[config.mk]
export PLATFORM = sky130hd
export DESIGN_NAME = led_pattern_gen
export DESIGN_NICKNAME = d
export VERILOG_FILES = /design/src/rtl/led_pattern_pkg.sv /design/src/rtl/led_channel.sv /design/src/rtl/led_pattern_gen.sv
export SDC_FILE = /design/constraint.sdc
export NUM_CORES = 1
export LEC_CHECK = 0
export CORE_MARGIN = 2
export CORE_UTILIZATION = 40
export DETAILED_ROUTE_END_ITERATION = 8
export GPL_TIMING_DRIVEN = 1
export SKIP_LAST_GASP = 1
export SLEW_MARGIN = 25
export SYNTH_ARGS = -nofsm -noshare
export SYNTH_HDL_FRONTEND = slang
export SYNTH_HIERARCHICAL = 1
export SYNTH_SLANG_ARGS = --single-unit
export TNS_END_PERCENT = 20
[constraint.sdc]
create_clock -name clk -period 8.11 [get_ports clk]
set_input_delay 2.0275 -clock clk [delete_from_list [all_inputs] [get_ports clk]]
set_output_delay 2.0275 -clock clk [all_outputs]
set_load 0.01 [all_outputs]
[src/rtl/led_pattern_pkg.sv]
// Shared mode encodings and a constant-width helper for the LED pattern generator.
package led_pattern_pkg;

  localparam logic [1:0] MODE_OFF     = 2'd0;
  localparam logic [1:0] MODE_ON      = 2'd1;
  localparam logic [1:0] MODE_BLINK   = 2'd2;
  localparam logic [1:0] MODE_ONESHOT = 2'd3;

  function automatic int clog2(input int value);
    int r;
    r = 0;
    while ((1 << r) < value) r++;
    return r;
  endfunction

endpackage

[src/rtl/led_channel.sv]
// One LED channel: mode/period/duty/phase state, registered LED drive and
// the one-cycle ONESHOT completion pulse.
module led_channel
  import led_pattern_pkg::*;
#(
  parameter int               CNT_W      = 16,
  parameter logic [1:0]       RST_MODE   = MODE_OFF,
  parameter logic [CNT_W-1:0] RST_PERIOD = '0,
  parameter logic [CNT_W-1:0] RST_DUTY   = '0
) (
  input  logic             clk,
  input  logic             rst_n,
  input  logic             i_lk,
  input  logic             i_tick,
  input  logic             i_we,
  input  logic [1:0]       i_mode,
  input  logic [CNT_W-1:0] i_period,
  input  logic [CNT_W-1:0] i_duty,
  output logic             o_led,
  output logic             o_done
);

  localparam logic [CNT_W-1:0] ONE = CNT_W'(1);

  logic [1:0]       r_mode;
  logic [CNT_W-1:0] r_period;
  logic [CNT_W-1:0] r_duty;
  logic [CNT_W-1:0] r_phase;
  logic             r_led;
  logic             r_done;

  logic [1:0]       w_mode_next;
  logic [CNT_W-1:0] w_period_next;
  logic [CNT_W-1:0] w_duty_next;
  logic [CNT_W-1:0] w_phase_next;
  logic             w_finish;
  logic             w_led_next;

  // A write wins over everything, including a coincident tick.
  always_comb begin
    w_mode_next   = r_mode;
    w_period_next = r_period;
    w_duty_next   = r_duty;
    w_phase_next  = r_phase;
    w_finish      = 1'b0;
    if (i_we) begin
      w_mode_next   = i_mode;
      w_period_next = i_period;
      w_duty_next   = i_duty;
      w_phase_next  = '0;
    end else if (!i_lk) begin
      w_phase_next = '0;
    end else begin
      case (r_mode)
        MODE_BLINK: begin
          if (i_tick) begin
            if ((r_period == '0) || (r_phase >= (r_period - ONE))) w_phase_next = '0;
            else w_phase_next = r_phase + ONE;
          end
        end
        MODE_ONESHOT: begin
          // phase < duty here, so the increment can never wrap.
          if (r_phase >= r_duty) begin
            w_finish = 1'b1;
          end else if (i_tick) begin
            w_phase_next = r_phase + ONE;
            if (w_phase_next == r_duty) w_finish = 1'b1;
          end
          if (w_finish) w_mode_next = MODE_OFF;
        end
        default: ;
      endcase
    end
  end

  always_comb begin
    w_led_next = 1'b0;
    case (r_mode)
      MODE_ON:      w_led_next = 1'b1;
      MODE_BLINK:   w_led_next = (r_period != '0) && ((r_duty >= r_period) || (r_phase < r_duty));
      MODE_ONESHOT: w_led_next = (r_phase < r_duty);
      default:      w_led_next = 1'b0;
    endcase
    if (!i_lk || w_finish) w_led_next = 1'b0;
  end

  always_ff @(posedge clk or negedge rst_n) begin
    if (!rst_n) begin
      r_mode   <= RST_MODE;
      r_period <= RST_PERIOD;
      r_duty   <= RST_DUTY;
      r_phase  <= '0;
      r_led    <= 1'b0;
      r_done   <= 1'b0;
    end else begin
      r_mode   <= w_mode_next;
      r_period <= w_period_next;
      r_duty   <= w_duty_next;
      r_phase  <= w_phase_next;
      r_led    <= w_led_next;
      r_done   <= w_finish;
    end
  end

  assign o_led  = r_led;
  assign o_done = r_done;

endmodule

[src/rtl/led_pattern_gen.sv]
// N-channel LED pattern generator: lock synchroniser, shared tick prescaler and
// config write decode feeding one led_channel per lamp.
module led_pattern_gen
  import led_pattern_pkg::*;
#(
  parameter int  N_CH       = 4,
  parameter int  CLK_HZ     = 16368000,
  parameter int  TICK_HZ    = 1000,
  parameter int  CNT_W      = 16,
  parameter int  DEF_PERIOD = 1000,
  parameter int  DEF_DUTY   = 500,
  localparam int CH_W       = (N_CH > 1) ? clog2(N_CH) : 1
) (
  input  logic             clk,
  input  logic             rst_n,
  input  logic             locked,
  input  logic             cfg_we,
  input  logic [CH_W-1:0]  cfg_ch,
  input  logic [1:0]       cfg_mode,
  input  logic [CNT_W-1:0] cfg_period,
  input  logic [CNT_W-1:0] cfg_duty,
  output logic [N_CH-1:0]  led,
  output logic             tick,
  output logic [N_CH-1:0]  oneshot_done
);

  localparam int             DIV      = CLK_HZ / TICK_HZ;
  localparam int             PRE_W    = clog2(DIV);
  localparam logic [PRE_W-1:0] PRE_LAST = PRE_W'(DIV - 1);

  logic             r_lk_meta;
  logic             r_lk_s;
  logic [PRE_W-1:0] r_pre;
  logic             w_tick;
  logic [N_CH-1:0]  w_we;

  always_ff @(posedge clk or negedge rst_n) begin
    if (!rst_n) begin
      r_lk_meta <= 1'b0;
      r_lk_s    <= 1'b0;
      r_pre     <= '0;
    end else begin
      r_lk_meta <= locked;
      r_lk_s    <= r_lk_meta;
      if (!r_lk_s || (r_pre == PRE_LAST)) r_pre <= '0;
      else r_pre <= r_pre + PRE_W'(1);
    end
  end

  assign w_tick = r_lk_s && (r_pre == PRE_LAST);
  assign tick   = w_tick;

  // Channel 0 wakes up as the heartbeat; the rest come up dark.
  for (genvar gi = 0; gi < N_CH; gi++) begin : g_ch
    assign w_we[gi] = cfg_we && (cfg_ch == CH_W'(gi));

    led_channel #(
      .CNT_W      (CNT_W),
      .RST_MODE   ((gi == 0) ? MODE_BLINK : MODE_OFF),
      .RST_PERIOD (CNT_W'((gi == 0) ? DEF_PERIOD : 0)),
      .RST_DUTY   (CNT_W'((gi == 0) ? DEF_DUTY : 0))
    ) u_ch (
      .clk      (clk),
      .rst_n    (rst_n),
      .i_lk     (r_lk_s),
      .i_tick   (w_tick),
      .i_we     (w_we[gi]),
      .i_mode   (cfg_mode),
      .i_period (cfg_period),
      .i_duty   (cfg_duty),
      .o_led    (led[gi]),
      .o_done   (oneshot_done[gi])
    );
  end

endmodule

# Yosys cells after proc, flatten, opt, wreduce, memory -nomap -nowiden
# Cells that the tools add are included.
[word_totals]
regBits = 224
input_bits = 40
output_inout_bits = 9
word_cells = 229
[op_classes]
addsub = 9
magnitude_cmp = 16
n_eq_ne = 36
n_mux = 89
reduce_logical = 52
[op_table]
columns = ["op", "n"]
rows = [
  ["16-bit two-way mux", 24],
  ["16-bit >= comparator", 12],
  ["16-bit case mux with 2 select lines", 4],
  ["16-bit by 1-bit adder with 16-bit output (second input constant)", 4],
  ["16-bit == test", 4],
  ["16-bit zero test", 4],
  ["16-bit less-than comparator", 4],
  ["16-bit nonzero test", 4],
  ["16-bit by 1-bit subtractor with 16-bit output (second input constant)", 4],
  ["4-bit by 3-bit inequality test with 1-bit output (second input constant)", 12],
  ["1-bit two-way mux", 40],
  ["2-bit two-way mux", 16],
  ["2-bit nonzero test", 12],
  ["2-bit == test (second input constant)", 10],
  ["4-bit by 1-bit inequality test with 1-bit output (second input constant)", 4],
  ["4-bit AND reduction", 4],
  ["14-bit by 1-bit adder with 14-bit output (second input constant)", 1],
  ["14-bit == test (second input constant)", 1],
  ["14-bit two-way mux", 1],
  ["1-bit logical OR", 13],
  ["1-bit case mux with 3 select lines", 4],
  ["3-bit AND reduction", 4],
  ["2-bit by 1-bit == test with 1-bit output (second input constant)", 5],
  ["1-bit logical AND", 9],
  ["other kinds (2)", 2],
]

# Longest topological paths before layout
[depth]
depth_word = 13
ltp_mapped = 16
depth_no_buf = 15

# Modules after synthesis
# The synthesis kept the hierarchy.
[by_module_without_submodules]
columns = ["module", "n_inst", "cells_per_inst", "area_per_inst_um2", "seq_area_each_um2"]
rows = [
  ["led_channel at g_ch[2].u_ch ...", 2, 480, 4169.0, 1301.2],
  ["led_channel at g_ch[0].u_ch", 1, 480, 4185.3, 1317.5],
  ["led_channel at g_ch[1].u_ch", 1, 485, 4135.2, 1301.2],
  ["led_pattern_gen", 1, 77, 793.3, 400.4],
]

# Worst setup path after synthesis
# OpenSTA, ideal clock, no wires.
[synth_timing]
path_kind = "input port to flip-flop"
from = "in cfg_we"
to = "reg g_ch[3].u_ch.r_done"
setup_time_ns = 0.067
t_arrival_ns = 3.651
t_required_ns = 8.043
slack_ns = 4.392
cell_stages = 8
n_path_buf = 0
cell_sequence = "and3_1 -> nor2b_1 -> nand4b_1 -> or3_1 -> nor3_1 -> o2111ai_1 -> o21ai_2 -> and3_1"
[synth_between]
elab_chain_cells = 2
[synth_lines]
columns = ["item", "line_no", "text"]
rows = [
  ["from (decl)", "led_pattern_gen.sv:17", "input logic cfg_we,"],
  ["1-bit logical AND", "led_pattern_gen.sv:55", "assign w_we[gi] = cfg_we && (cfg_ch == CH_W'(gi));"],
  ["1-bit two-way mux", "led_channel.sv:46", "if (i_we) begin"],
  ["via g_ch[3].u_ch.w_finish", "led_channel.sv:36", "logic w_finish;"],
  ["to (signal assigned)", "led_channel.sv:101", "r_done <= w_finish;"],
  ["to (decl)", "led_channel.sv:30", "logic r_done;"],
]
# The timed path passes the listed nets, and every way through them passes these cells.
# A chain may end at the register's enable or synchronous reset.

# Worst setup path in the final report
[layout_timing]
from = "reg r_pre[0]"
to = "out tick"
[layout_between]
elab_chain_cells = 2
[layout_lines]
columns = ["item", "line_no", "text"]
rows = [
  ["from (decl)", "led_pattern_gen.sv:33", "logic [PRE_W-1:0] r_pre;"],
  ["from (signal assigned)", "led_pattern_gen.sv:46", "else r_pre <= r_pre + PRE_W'(1);"],
  ["14-bit == test", "led_pattern_gen.sv:50", "assign w_tick = r_lk_s && (r_pre == PRE_LAST);"],
  ["1-bit logical AND", "led_pattern_gen.sv:50", ""],
  ["to (decl)", "led_pattern_gen.sv:23", "output logic tick,"],
]
# No other way between the ends.

==> run_results.csv <==
group,metric,value,unit
clocking,cts_buffer_depth,3,
place,routabilityCongestion,0.902,
place,post-place-ws,2.91,ns
synth,netlist_instances,2002,
pwr,p_leak,8.50,nW
clocking,cts.sinks,224,
synth,synthTopCellsByArea,"dfrtp_1 30%, ha_1 14%, xnor2_1 6.2%, o21ai_0 5.0%, nand2_1 4.8%",
finish,final-seq-area,5620,sq um
worst_setup_path,reg2reg_depth,13,
sta,fmax,0.194,GHz
sta,fin_skew,0.0135,ns
sta,worst_slew_pin_slew,0.961,ns
finish,multi_input_area,10800,sq um
sta,fin_crit,5.14,ns
floorplan,rows,76,
place,io_buffers,48,
detailed_routing,wl_per_cell,19.2,um
clocking,cts.clk_slew.worst_paths,0.06,ns
sta,setup_viol,0,
sta,fin_setup_tns,0,ns
finish,nFillCells,4172,
pwr,ir_drop,0.142,mV
detailed_routing,ant_nets,0,
synth,synth_top_area_share,30.3,%
synth,syn_nets,2244,
worst_setup_path,critical_path_class,"reg -> out",
detailed_routing,drc_errors,0,
finish,area_delta_synth_final,10.6,%
floorplan,start_util,40.5,%
clocking,cts_tree,"built",
clocking,cts-root-buf,"clkbuf_16",
worst_setup_path,endpoint,"tick",
finish,final_cell_mix,"225 x nand2_1, 211 x dfrtp_1, 202 x ha_1",
finish,final_common_cell,"nand2_1",
clocking,ctsResizeCount,0,
worst_setup_path,cp-start-kind,"flop",
floorplan,ioPinCount,49,
worst_setup_path,rrSetupSlack,4.21,ns
global_routing,grt_pass1_wl,79.1,mm
synth,synth_flop_cell,"dfrtp_1",
global_routing,gr-usage-all-layers,22.3,%
sta,final-max-slew-violation-count,0,
detailed_routing,drt_pass1_iterations,6,
worst_hold_path,hold_class,"reg -> reg",
clocking,cts_setup_buffers,0,
detailed_routing,via_count,14688,
global_routing,antenna_found_initial,0,
synth,yosys_register_bits,224,
clocking,clock_latency,0.56,ns
clocking,cts_hold_buf,0,
synth,synth_cell_type_count,87,
worst_setup_path,critPathMaxFanout,12,
floorplan,die-height,213,um
worst_setup_path,crit_required,6.08,ns
worst_setup_path,arrival,3.12,ns
finish,final_util,44.8,%
global_routing,grt_overflow,0,
clocking,numCtsBuffers,27,
synth,syn_area,17500,sq um
global_routing,grt_pass1_vias,14167,
status,status,"complete, no violations",
sta,setup_slack,2.97,ns
sta,maxSlewHeadroom,35.9,%
synth,postSynthAreaPerCell,8.72,sq um
place,dp_hpwl,37.0,mm
detailed_routing,first_iter_violations,1000,
worst_setup_path,endpoint_kind,"output port",
worst_setup_path,reg2reg_from,"g_ch[0].u_ch/r_period[2]$_DFFE_PN0P_",
floorplan,design.core.area,43100,sq um
sta,whs,0.347,ns
sta,fin_crit_sh,63.4,%
finish,drive_gt1_share,6.62,%
worst_setup_path,startpoint,"r_pre[0]$_DFF_PN0_",
finish,layout.nets,2246,
synth,yosys.area.top_type,"dfrtp_1",
sta,final-hold-violation-count,0,
floorplan,die_w,213,um
job,drv_cap,0,
sta,rsz0062_at_grt,"false",
synth,yosys_warnings,6,
synth,postSynth.asyncResetShare,100,%
clocking,htreeDepth,1,
detailed_routing,postRouteWirelength,50.2,mm
detailed_routing,vias_per_cell,5.63,
floorplan,die-area,45300,sq um
global_routing,grt_max_degree,132,
pwr,power_density,186,nW/um^2
worst_setup_path,r2r_end,"g_ch[0].u_ch/r_phase[12]$_DFFE_PN0P_",
synth,synth_seq_area_share,32.2,%
synth,synth_edf_count,0,
-- state kept, by name, summed over array words and instances, names as in the netlist --
signal and cells:
g_ch.u_ch/r_duty 64, r_pre 14, g_ch.u_ch/o_led 4, r_lk_meta 1, g_ch.u_ch/o_done 4, r_lk_s 1, g_ch.u_ch/r_phase 64, g_ch.u_ch/r_period 64
g_ch.u_ch/r_mode 8
-- worst max-delay path, stage by stage (launching register included) --
cell and delay [ns]:
dfrtp_1 0.41, ha_1 0.25, nand4_2 0.16, nor4_2 0.26
and2_1 0.80, clkdlybuf4s50_1 0.69
-- final cells by class --
type,count,area share [%]
clock buffer,34,3.90
tap,585,3.79
multi-input combinational,1520,56.1
timing repair buffer,55,2.85
sequential,224,29.1
inverter,176,3.42
antenna,1,0.0130
clock inverter,15,0.804
-- cell usage after synthesis (19+ instances only) --
master and n:
o21ai_0 174, dfrtp_1 211, nand2b_1 27, xor2_1 19, nand4_1 52, nor4_1 34
a22o_1 27, o21a_1 21, o31ai_1 31, nand2_1 225, inv_1 176, a21oi_1 83
ha_1 202, nand3_1 26, buf_2 19, xnor2_1 124, nor3_1 43, clkbuf_1 40
a21o_1 46, nor2_1 106, nor2b_1 29
-- worst min path at each step --
stage                       end           startpoint  depth (start not counted)  slack [ns]
2_1_floorplan  r_lk_s$_DFF_PN0_  r_lk_meta$_DFF_PN0_                          0        0.33
3_3_place_gp   r_lk_s$_DFF_PN0_  r_lk_meta$_DFF_PN0_                          0        0.34
3_5_place_dp   r_lk_s$_DFF_PN0_  r_lk_meta$_DFF_PN0_                          0        0.33
4_1_cts        r_lk_s$_DFF_PN0_  r_lk_meta$_DFF_PN0_                          0        0.35
5_1_grt        r_lk_s$_DFF_PN0_  r_lk_meta$_DFF_PN0_                          0        0.35
6_report       r_lk_s$_DFF_PN0_  r_lk_meta$_DFF_PN0_                          0        0.35
-- report_power, final --
part | switching (mW) | total, mW | internal (mW)
sequential | 0.159 | 1.41 | 1.25
clock | 0.507 | 1.25 | 0.748
combinational | 0.521 | 0.917 | 0.396
total | 1.19 | 3.58 | 2.39
-- through the flow --
| stage | power [mW] | area, sq um | instances |
|---|---|---|---|
| floorplan | 2.03 | 17500 | 2002 |
| global placement | 2.30 | 18300 | 2560 |
| detailed placement | 2.33 | 18300 | 2560 |
| CTS | 3.61 | 19200 | 2609 |
| global route | 3.79 | 19300 | 2609 |
| finish | 3.58 | 19300 | 2610 |
-- routing by layer --
metal	vias up	track usage (%)	share of wire (%)
met4	0	6.97	2.8
met1	7142	31.8	47
li1	7162	-	-
met3	65	2.34	4.7
met5	-	0	0
met2	319	35.6	45
-- kinds of logic (layout without fill, tap and decap cells) --
logic type / after synthesis / count (layout) / synth area share, %
other: 0 / 1 / 0
and+or+nand+nor: 650 / 650 / 19.9
AOI/OAI and AO/OA: 513 / 513 / 19.3
adders and majority gates: 202 / 202 / 14.5
xor gates and xnor gates: 143 / 143 / 7.18
muxes: 12 / 12 / 0.710
DFF: 224 / 224 / 32.2
buffers and inverters: 258 / 280 / 6.19
Power figures use the tool's default switching activity.
